[src/rtl/sweep_pkg.sv]
// Shared types and defaults for the truth-table sweeper.
package sweep_pkg;

    typedef enum logic [1:0] {
        IDLE   = 2'd0,
        WAIT   = 2'd1,
        SAMPLE = 2'd2,
        FINISH = 2'd3
    } state_t;

    localparam int DEF_N_IN   = 4;
    localparam int DEF_SETTLE = 1;

    // Number of input vectors for an n-input function.
    function automatic int num_vectors(input int n);
        return 1 << n;
    endfunction

    localparam int NVEC = num_vectors(DEF_N_IN);

endpackage

[src/rtl/truth_table_sweeper.sv]
// Walks a combinational function's inputs through every vector and captures its truth table.
// Optional build macro EXPECT_CHECK_EN adds expected-table comparison (mismatch / first_bad).
module truth_table_sweeper
    import sweep_pkg::*;
#(
    parameter int N_IN   = DEF_N_IN,
    parameter int SETTLE = DEF_SETTLE
) (
    input  logic                           clk,
    input  logic                           rst,
    input  logic                           start,
    output logic [N_IN-1:0]                vec_out,
    input  logic                           res_in,
    output logic                           busy,
    output logic                           done,
`ifdef EXPECT_CHECK_EN
    input  logic [num_vectors(N_IN)-1:0]   expect_in,
    output logic                           mismatch,
    output logic [N_IN-1:0]                first_bad,
`endif
    output logic [num_vectors(N_IN)-1:0]   table_out,
    output logic [N_IN:0]                  ones_cnt
);

    localparam int NV = num_vectors(N_IN);
    localparam int WW = (SETTLE > 1) ? $clog2(SETTLE) : 1;
    localparam logic [N_IN-1:0] LAST_IDX = N_IN'(NV - 1);
    localparam logic [WW-1:0]   WAIT_END = WW'(SETTLE - 1);

    state_t          state_reg;
    logic [N_IN-1:0] idx_reg;
    logic [WW-1:0]   wait_reg;
    logic            busy_reg;
    logic            done_reg;
    logic [NV-1:0]   table_reg;
    logic [N_IN:0]   ones_reg;
    logic [NV-1:0]   sel;
    logic [NV-1:0]   table_next;

`ifdef EXPECT_CHECK_EN
    logic            mismatch_reg;
    logic [N_IN-1:0] first_bad_reg;
`endif

    // One-hot decode of the current vector index selects the table bit to capture.
    generate
        for (genvar gi = 0; gi < NV; gi++) begin : g_sel
            assign sel[gi] = (idx_reg == N_IN'(gi));
        end
    endgenerate

    assign table_next = (table_reg & ~sel) | (sel & {NV{res_in}});

    always_ff @(posedge clk) begin
        if (rst) begin
            state_reg <= IDLE;
            idx_reg   <= '0;
            wait_reg  <= '0;
            busy_reg  <= 1'b0;
            done_reg  <= 1'b0;
            table_reg <= '0;
            ones_reg  <= '0;
`ifdef EXPECT_CHECK_EN
            mismatch_reg  <= 1'b0;
            first_bad_reg <= '0;
`endif
        end else begin
            done_reg <= 1'b0;
            case (state_reg)
                IDLE: begin
                    if (start) begin
                        state_reg <= WAIT;
                        idx_reg   <= '0;
                        wait_reg  <= '0;
                        table_reg <= '0;
                        ones_reg  <= '0;
                        busy_reg  <= 1'b1;
`ifdef EXPECT_CHECK_EN
                        mismatch_reg  <= 1'b0;
                        first_bad_reg <= '0;
`endif
                    end
                end
                WAIT: begin
                    if (wait_reg == WAIT_END) begin
                        state_reg <= SAMPLE;
                    end else begin
                        wait_reg <= wait_reg + WW'(1);
                    end
                end
                SAMPLE: begin
                    table_reg <= table_next;
                    ones_reg  <= ones_reg + (N_IN+1)'(res_in);
`ifdef EXPECT_CHECK_EN
                    // Only the first disagreeing vector is latched.
                    if ((res_in != expect_in[idx_reg]) && !mismatch_reg) begin
                        mismatch_reg  <= 1'b1;
                        first_bad_reg <= idx_reg;
                    end
`endif
                    if (idx_reg == LAST_IDX) begin
                        state_reg <= FINISH;
                        busy_reg  <= 1'b0;
                        done_reg  <= 1'b1;
                    end else begin
                        state_reg <= WAIT;
                        idx_reg   <= idx_reg + N_IN'(1);
                        wait_reg  <= '0;
                    end
                end
                FINISH: begin
                    state_reg <= IDLE;
                end
                default: begin
                    state_reg <= IDLE;
                end
            endcase
        end
    end

    assign vec_out   = idx_reg;
    assign busy      = busy_reg;
    assign done      = done_reg;
    assign table_out = table_reg;
    assign ones_cnt  = ones_reg;

`ifdef EXPECT_CHECK_EN
    assign mismatch  = mismatch_reg;
    assign first_bad = first_bad_reg;
`endif

endmodule

[config.mk]
export PLATFORM = sky130hd
export DESIGN_NAME = truth_table_sweeper
export DESIGN_NICKNAME = d
export VERILOG_FILES = /design/src/rtl/sweep_pkg.sv /design/src/rtl/truth_table_sweeper.sv
export SDC_FILE = /design/constraint.sdc
export NUM_CORES = 1
export LEC_CHECK = 0
export CAP_MARGIN = 10
export CORE_MARGIN = 8
export CORE_UTILIZATION = 35
export CTS_CLUSTER_SIZE = 8
export DETAILED_ROUTE_END_ITERATION = 8
export GPL_TIMING_DRIVEN = 1
export PLACE_DENSITY = 0.68
export SLEW_MARGIN = 20
export SYNTH_ARGS = -nofsm -noshare
export SYNTH_HDL_FRONTEND = slang
export SYNTH_SLANG_ARGS = --single-unit
[constraint.sdc]
create_clock -name clk -period 1.9 [get_ports clk]
set_clock_uncertainty 0.2 [all_clocks]
set_input_delay 0.285 -clock clk [delete_from_list [all_inputs] [get_ports clk]]
set_output_delay 0.285 -clock clk [all_outputs]
set_load 0.01 [all_outputs]
==> metrics, run 1 <==
first drt pass iteration count 4; pwr dens 627.3 nW/um^2; Die ar. 6508 sq um; Die Wd 80.67 um; Buf/Inv on CP 2; Synth Cell Area 1464 sq um; outcome finished, final reports clean; RSZ-0062 raised after global routing no; CP startpoint vec_out[1]$_SDFFE_PP0P_; Synth Area per Inst 8.714 sq um; worst reg2reg setup slack 0.17 ns; dpl cells 251; Crit path depth 2; DR iter-0 viols 110; Routed Antenna Nets 0; largest family of logic cells by synthesized area compound AO/OA/AOI/OAI gates; Area Overhead vs Synth 34.79%; worst reg2reg path depth 4; DRC 0; Final HPWL DP 2531 um; largest cells by area after synthesis dfxtp_1, o32ai_1, a21oi_1; # diodes 0; leakage 0.0006843 uW; WS Path Type flop to output pin; Slowest-stage cell, CP clkdlybuf4s50_1; share of cells above drive strength 1 0.1490; Final setup viols 0; hold_buf cts 0; CP cell instances buf_4 -> clkdlybuf4s50_1; min-delay worst type flop to flop; fill cell instance count of the final layout 397; top-count cell post-synth dfxtp_1; CTS max path bufs 2; post-synthesis async set-or-reset flop share 0; Post-Synth Adder-Cell Area 0.05983; Worst slew margin 0.8021; CP peak stage delay 0.53 ns; H-tree levels 2; nets@finish 219; WP data required 1.41 ns; maximum fanout along the worst path 4; Port Buffers 30; Routability Congestion 0.7896; final core occ 0.4933; setup total negative slack 0 ns; Clock Tree Root clkbuf_8; reg-to-reg startpoint vec_out[1]$_SDFFE_PP0P_; Yosys warnings 0; Post-synth top cells dfxtp_1, a21oi_1, inv_1; Compound-Gate Fraction of Synth Area 0.2291; post-route insts no fill 258; Synth top area share 0.3966; ys flop type dfxtp_1; mux cell area share after synthesis 0; Seq/Total Area, Yosys 0.3966; simple-gate share of the synthesized area 0.2214; Max-Cap Viols 0; CTS tree built; Final Hold Fails 0; row cnt 23; unique cell type count in the Yosys netlist 34; leading area contributor after synthesis dfxtp_1; Post-Synth XOR/XNOR Area 0; GRT Util Overall 0.1155; Worst-Skew Late Latency 0.27 ns; Placement Cell Area 1883 sq um; Worst-path clk slew 0.06 ns; initial core utilization 0.3660; largest net degree at the start of global routing 29; flops & latches, synth 29; core area 4000 sq um; minimum clock period 1.815 ns; register area 584.3 sq um; top cell family by delay on the critical path buffers and inverters; Die Y-Extent 80.67 um; reg-to-reg endpoint table_out[3]$_SDFFE_PP0P_; CP endpoint kind output pin; Largest register FFs 16; Setup crit start kind flop; cts bufs inserted 5; final max-slew violation count 0; crit path to vec_out[1]; worst vdd ir 0.2953 mV; IO Pins 31; Max Clk Rate 550.8 MHz; WL per Instance 13.77 um; Gate Count Post-Synth 168; Post-synth EDFFs 0; Vias/cell 5.209; vias post-DR 1,344; initial antenna violation count 0; Worst Tran Pin Value 0.2969 ns; Tcrit/Tclk final 0.9555; CP arrival 1.33 ns; vias in the first global route 1,225; clock sinks 29; Net Count, Synth 179; WL final 3552 um; first-pass GRT wire length 5947 um; gr ovfl total 0; fin area 1973 sq um; multi-input logic area 747.0 sq um; Fin Hold WS 0.2748 ns
worst reg2reg max path, cell delays in order, from the launching register on:
cell and delay, ns:
dfxtp_1 0.38, ha_1 0.32, or3b_2 0.47, a21oi_1 0.16
o32ai_1 0.09
logic make-up (layout without fill, tap and decap cells):
kind of cell | after synthesis | in the layout
AO/OA/AOI/OAI | 49 | 49
buffers and inverters | 30 | 70
flip-flops | 29 | 29
adder cells (fa/ha/maj) | 7 | 7
AND/OR/NAND/NOR | 53 | 53
worst min-delay path by stage:
stage                                from                    endpoint  cells past startpoint
6_report        table_out[5]$_SDFFE_PP0P_   table_out[5]$_SDFFE_PP0P_                      2
3_5_place_dp   table_out[10]$_SDFFE_PP0P_  table_out[10]$_SDFFE_PP0P_                      2
2_1_floorplan   state_reg[0]$_SDFFE_PP0P_   state_reg[1]$_SDFFE_PP0P_                      2
3_3_place_gp   table_out[13]$_SDFFE_PP0P_  table_out[13]$_SDFFE_PP0P_                      2
4_1_cts        table_out[10]$_SDFFE_PP0P_  table_out[10]$_SDFFE_PP0P_                      2
5_1_grt        table_out[10]$_SDFFE_PP0P_  table_out[10]$_SDFFE_PP0P_                      2
power breakdown:
group / switching (uW) / internal, uW / leakage, uW / total, uW
registers: 5.17 / 615 / 0.000236 / 621
clock network: 209 / 286 / 0.0000443 / 496
logic: 64.6 / 57.0 / 0.000404 / 122
through the flow:
| stage | total power [uW] | setup WS, ns |
|---|---|---|
| after global placement | 754.9 | 0.007661 |
| after global routing | 1304 | 0.04262 |
| after detailed placement | 754.5 | -0.007812 |
| after CTS | 1257 | 0.01809 |
| after floorplan | 706.5 | 0.1731 |
| final | 1238 | 0.08459 |
layout make-up:
| cell class | count | area share |
|---|---|---|
| tap | 50 | 0.03171 |
| clock buffer | 7 | 0.04375 |
| sequential | 29 | 0.2961 |
| multi-input combinational | 109 | 0.3786 |
| timing repair buffer | 45 | 0.2156 |
| inverter | 18 | 0.03424 |
metal layers:
layer	global-route usage	share of wire	vias up
met1	0.1448	0.48	614
li1	-	-	697
met5	0	0	-
met2	0.1772	0.44	28
met4	0.03750	0.011	0
met3	0.04353	0.064	5
timing repair:
item	CTS	global route
gates resized for setup	1	2
buffers inserted	0	0
endpoints found under the setup margin	1	2
pin swaps	0	0
gates cloned	0	0
cells in the final DEF (no fill, tap or decap), types with 2 or more instances in the layout:
cell	count
or3b_2	4
a211oi_1	2
buf_4	14
o21ai_0	2
a21oi_1	19
clkdlybuf4s50_1	30
nand2_1	8
a22oi_1	2
and3_1	2
nand3_1	10
nand2b_1	4
a21o_1	2
or3_1	3
nand3b_1	9
dfxtp_2	3
nor2_1	5
o32ai_1	15
inv_1	18
a31oi_1	4
dfxtp_1	26
clkbuf_8	6
ha_1	7
Note: power is estimated with default switching activity, not from simulation.
==> run 2, diff against run 1 <==
--- a/config.mk
+++ b/config.mk
@@ -5,6 +5,7 @@
 export SDC_FILE = /design/constraint.sdc
 export NUM_CORES = 1
 export LEC_CHECK = 0
+export ABC_AREA = 1
 export CAP_MARGIN = 10
 export CORE_MARGIN = 8
 export CORE_UTILIZATION = 35
@@ -12,7 +13,6 @@
 export DETAILED_ROUTE_END_ITERATION = 8
 export GPL_TIMING_DRIVEN = 1
 export PLACE_DENSITY = 0.68
-export SLEW_MARGIN = 20
 export SYNTH_ARGS = -nofsm -noshare
 export SYNTH_HDL_FRONTEND = slang
 export SYNTH_SLANG_ARGS = --single-unit
==> metrics, run 2 <==
Gate Count Post-Synth 244; Seq/Total Area, Yosys 0.3583; first-pass GRT wire length 7058 um; Worst slew margin 0.6887; Worst Tran Pin Value 0.4652 ns; Final HPWL DP 2862 um; pwr dens 646.1 nW/um^2; Routed Antenna Nets 0; Fin Hold WS 0.2415 ns; Largest register FFs 16; nets@finish 286; cts bufs inserted 5; Vias/cell 4.872; worst vdd ir 0.2458 mV; Routability Congestion 0.8346; vias in the first global route 1,497; largest net degree at the start of global routing 26; clock sinks 29; RSZ-0062 raised after global routing no; Max Clk Rate 540.1 MHz; leakage 0.0008197 uW; Port Buffers 30; Clock Tree Root clkbuf_8; flops & latches, synth 29; Area Overhead vs Synth 27.18%; CP peak stage delay 0.60 ns; commonest cells after routing, fill and taps aside nand2_1, nand3_1, clkdlybuf4s50_1; Die Wd 84.04 um; IO Pins 31; Buf/Inv on CP 1; Final setup viols 0; DRC 0; most common cell after layout, fill and taps aside nand2_1; min-delay worst type flop to flop; top cell family by delay on the critical path buffers and inverters; initial core utilization 0.3671; Max-Cap Viols 0; first drt pass iteration count 4; outcome finished, final reports clean; Worst-path clk slew 0.06 ns; DR iter-0 viols 158; Setup crit start kind flop; GRT Util Overall 0.1172; WP data required 1.41 ns; CTS max path bufs 2; final max-slew violation count 0; Synth Area per Inst 6.641 sq um; WL per Instance 12.17 um; WL final 3991 um; ys flop type dfxtp_1; row cnt 24; Slowest-stage cell, CP clkdlybuf4s50_1; Post-synth EDFFs 0; initial antenna violation count 0; Synth top area share 0.3583; Post-synth top cells nand2_1, nand3_1, dfxtp_1, inv_1, a21oi_1; leading area contributor after synthesis dfxtp_1; hold_buf cts 0; Die ar. 7063 sq um; CTS tree built; CP arrival 1.37 ns; Die Y-Extent 84.04 um; post-synthesis async set-or-reset flop share 0; Yosys warnings 0; Net Count, Synth 255; setup total negative slack 0 ns; core area 4414 sq um; # diodes 0; WS Path Type flop to output pin; top-count cell post-synth nand2_1; final core occ 0.4668; vias post-DR 1,598; largest cells by area after synthesis dfxtp_1, nand2_1, nand3_1; share of cells above drive strength 1 0.09058; maximum fanout along the worst path 8; Synth Cell Area 1620 sq um; CP endpoint kind output pin; Worst-Skew Late Latency 0.28 ns; Tcrit/Tclk final 0.9744; unique cell type count in the Yosys netlist 24; Final Hold Fails 0; H-tree levels 2; CP cell instances clkdlybuf4s50_1; minimum clock period 1.851 ns; gr ovfl total 0; worst reg2reg setup slack 0.23 ns
## run 2: final cells by class
| class | count | area, sq um |
|---|---|---|
| multi-input cells | 168 | 824.5 |
| well taps | 52 | 65.06 |
| clock inverters | 1 | 5.005 |
| flip-flops and latches | 29 | 583.1 |
| inverters | 33 | 126.4 |
| repair buffers | 38 | 360.3 |
| clock buffers | 7 | 96.34 |
| fillers | 449 | 2354 |
## run 2: routing by layer
metal | vias up | GRT usage | share of wire
met5 | - | 0 | 0
met4 | 0 | 0.04710 | 0.017
met3 | 7 | 0.04004 | 0.055
met2 | 34 | 0.1734 | 0.42
met1 | 711 | 0.1501 | 0.51
li1 | 846 | - | -
## run 2: repair_timing
item                                    CTS  global route
gates resized for setup                   1             1
hold endpoints to repair                  0             0
endpoints found under the setup margin    1             1
buffers inserted                          0             0
## run 2: logic make-up (layout without fill, tap and decap cells)
family | Yosys count | after routing | share of synthesized area
buffers and inverters | 47 | 79 | 0.1328
AO/OA/AOI/OAI | 31 | 31 | 0.1012
AND/OR/NAND/NOR | 130 | 130 | 0.3537
flip-flops | 29 | 29 | 0.3583
adder cells (fa/ha/maj) | 7 | 7 | 0.05405
## run 2: metrics by stage
step                instance area, sq um  cells  total power [uW]  setup WS [ns]
floorplan                           1620    244             733.1         0.3318
global placement                    1957    320             776.1         0.1272
detailed placement                  1957    320             777.5         0.1016
CTS                                 2059    328              1347        0.03492
global route                        2061    328              1397       0.005861
finish                              2061    328              1331        0.04862
## run 2: power breakdown
group	internal (uW)	switching, uW
Combinational	50.6	85.7
Sequential	617	9.68
Clock	327	241
Total	995	337
## run 2: final timing paths
path	start	to	cells after the start
max	vec_out[0]$_SDFFE_PP0P_	vec_out[0]	1
min	busy$_SDFFE_PP0P_	busy$_SDFFE_PP0P_	2
max reg2reg	vec_out[0]$_SDFFE_PP0P_	vec_out[3]$_SDFFE_PP0P_	8
min reg2reg	busy$_SDFFE_PP0P_	busy$_SDFFE_PP0P_	2
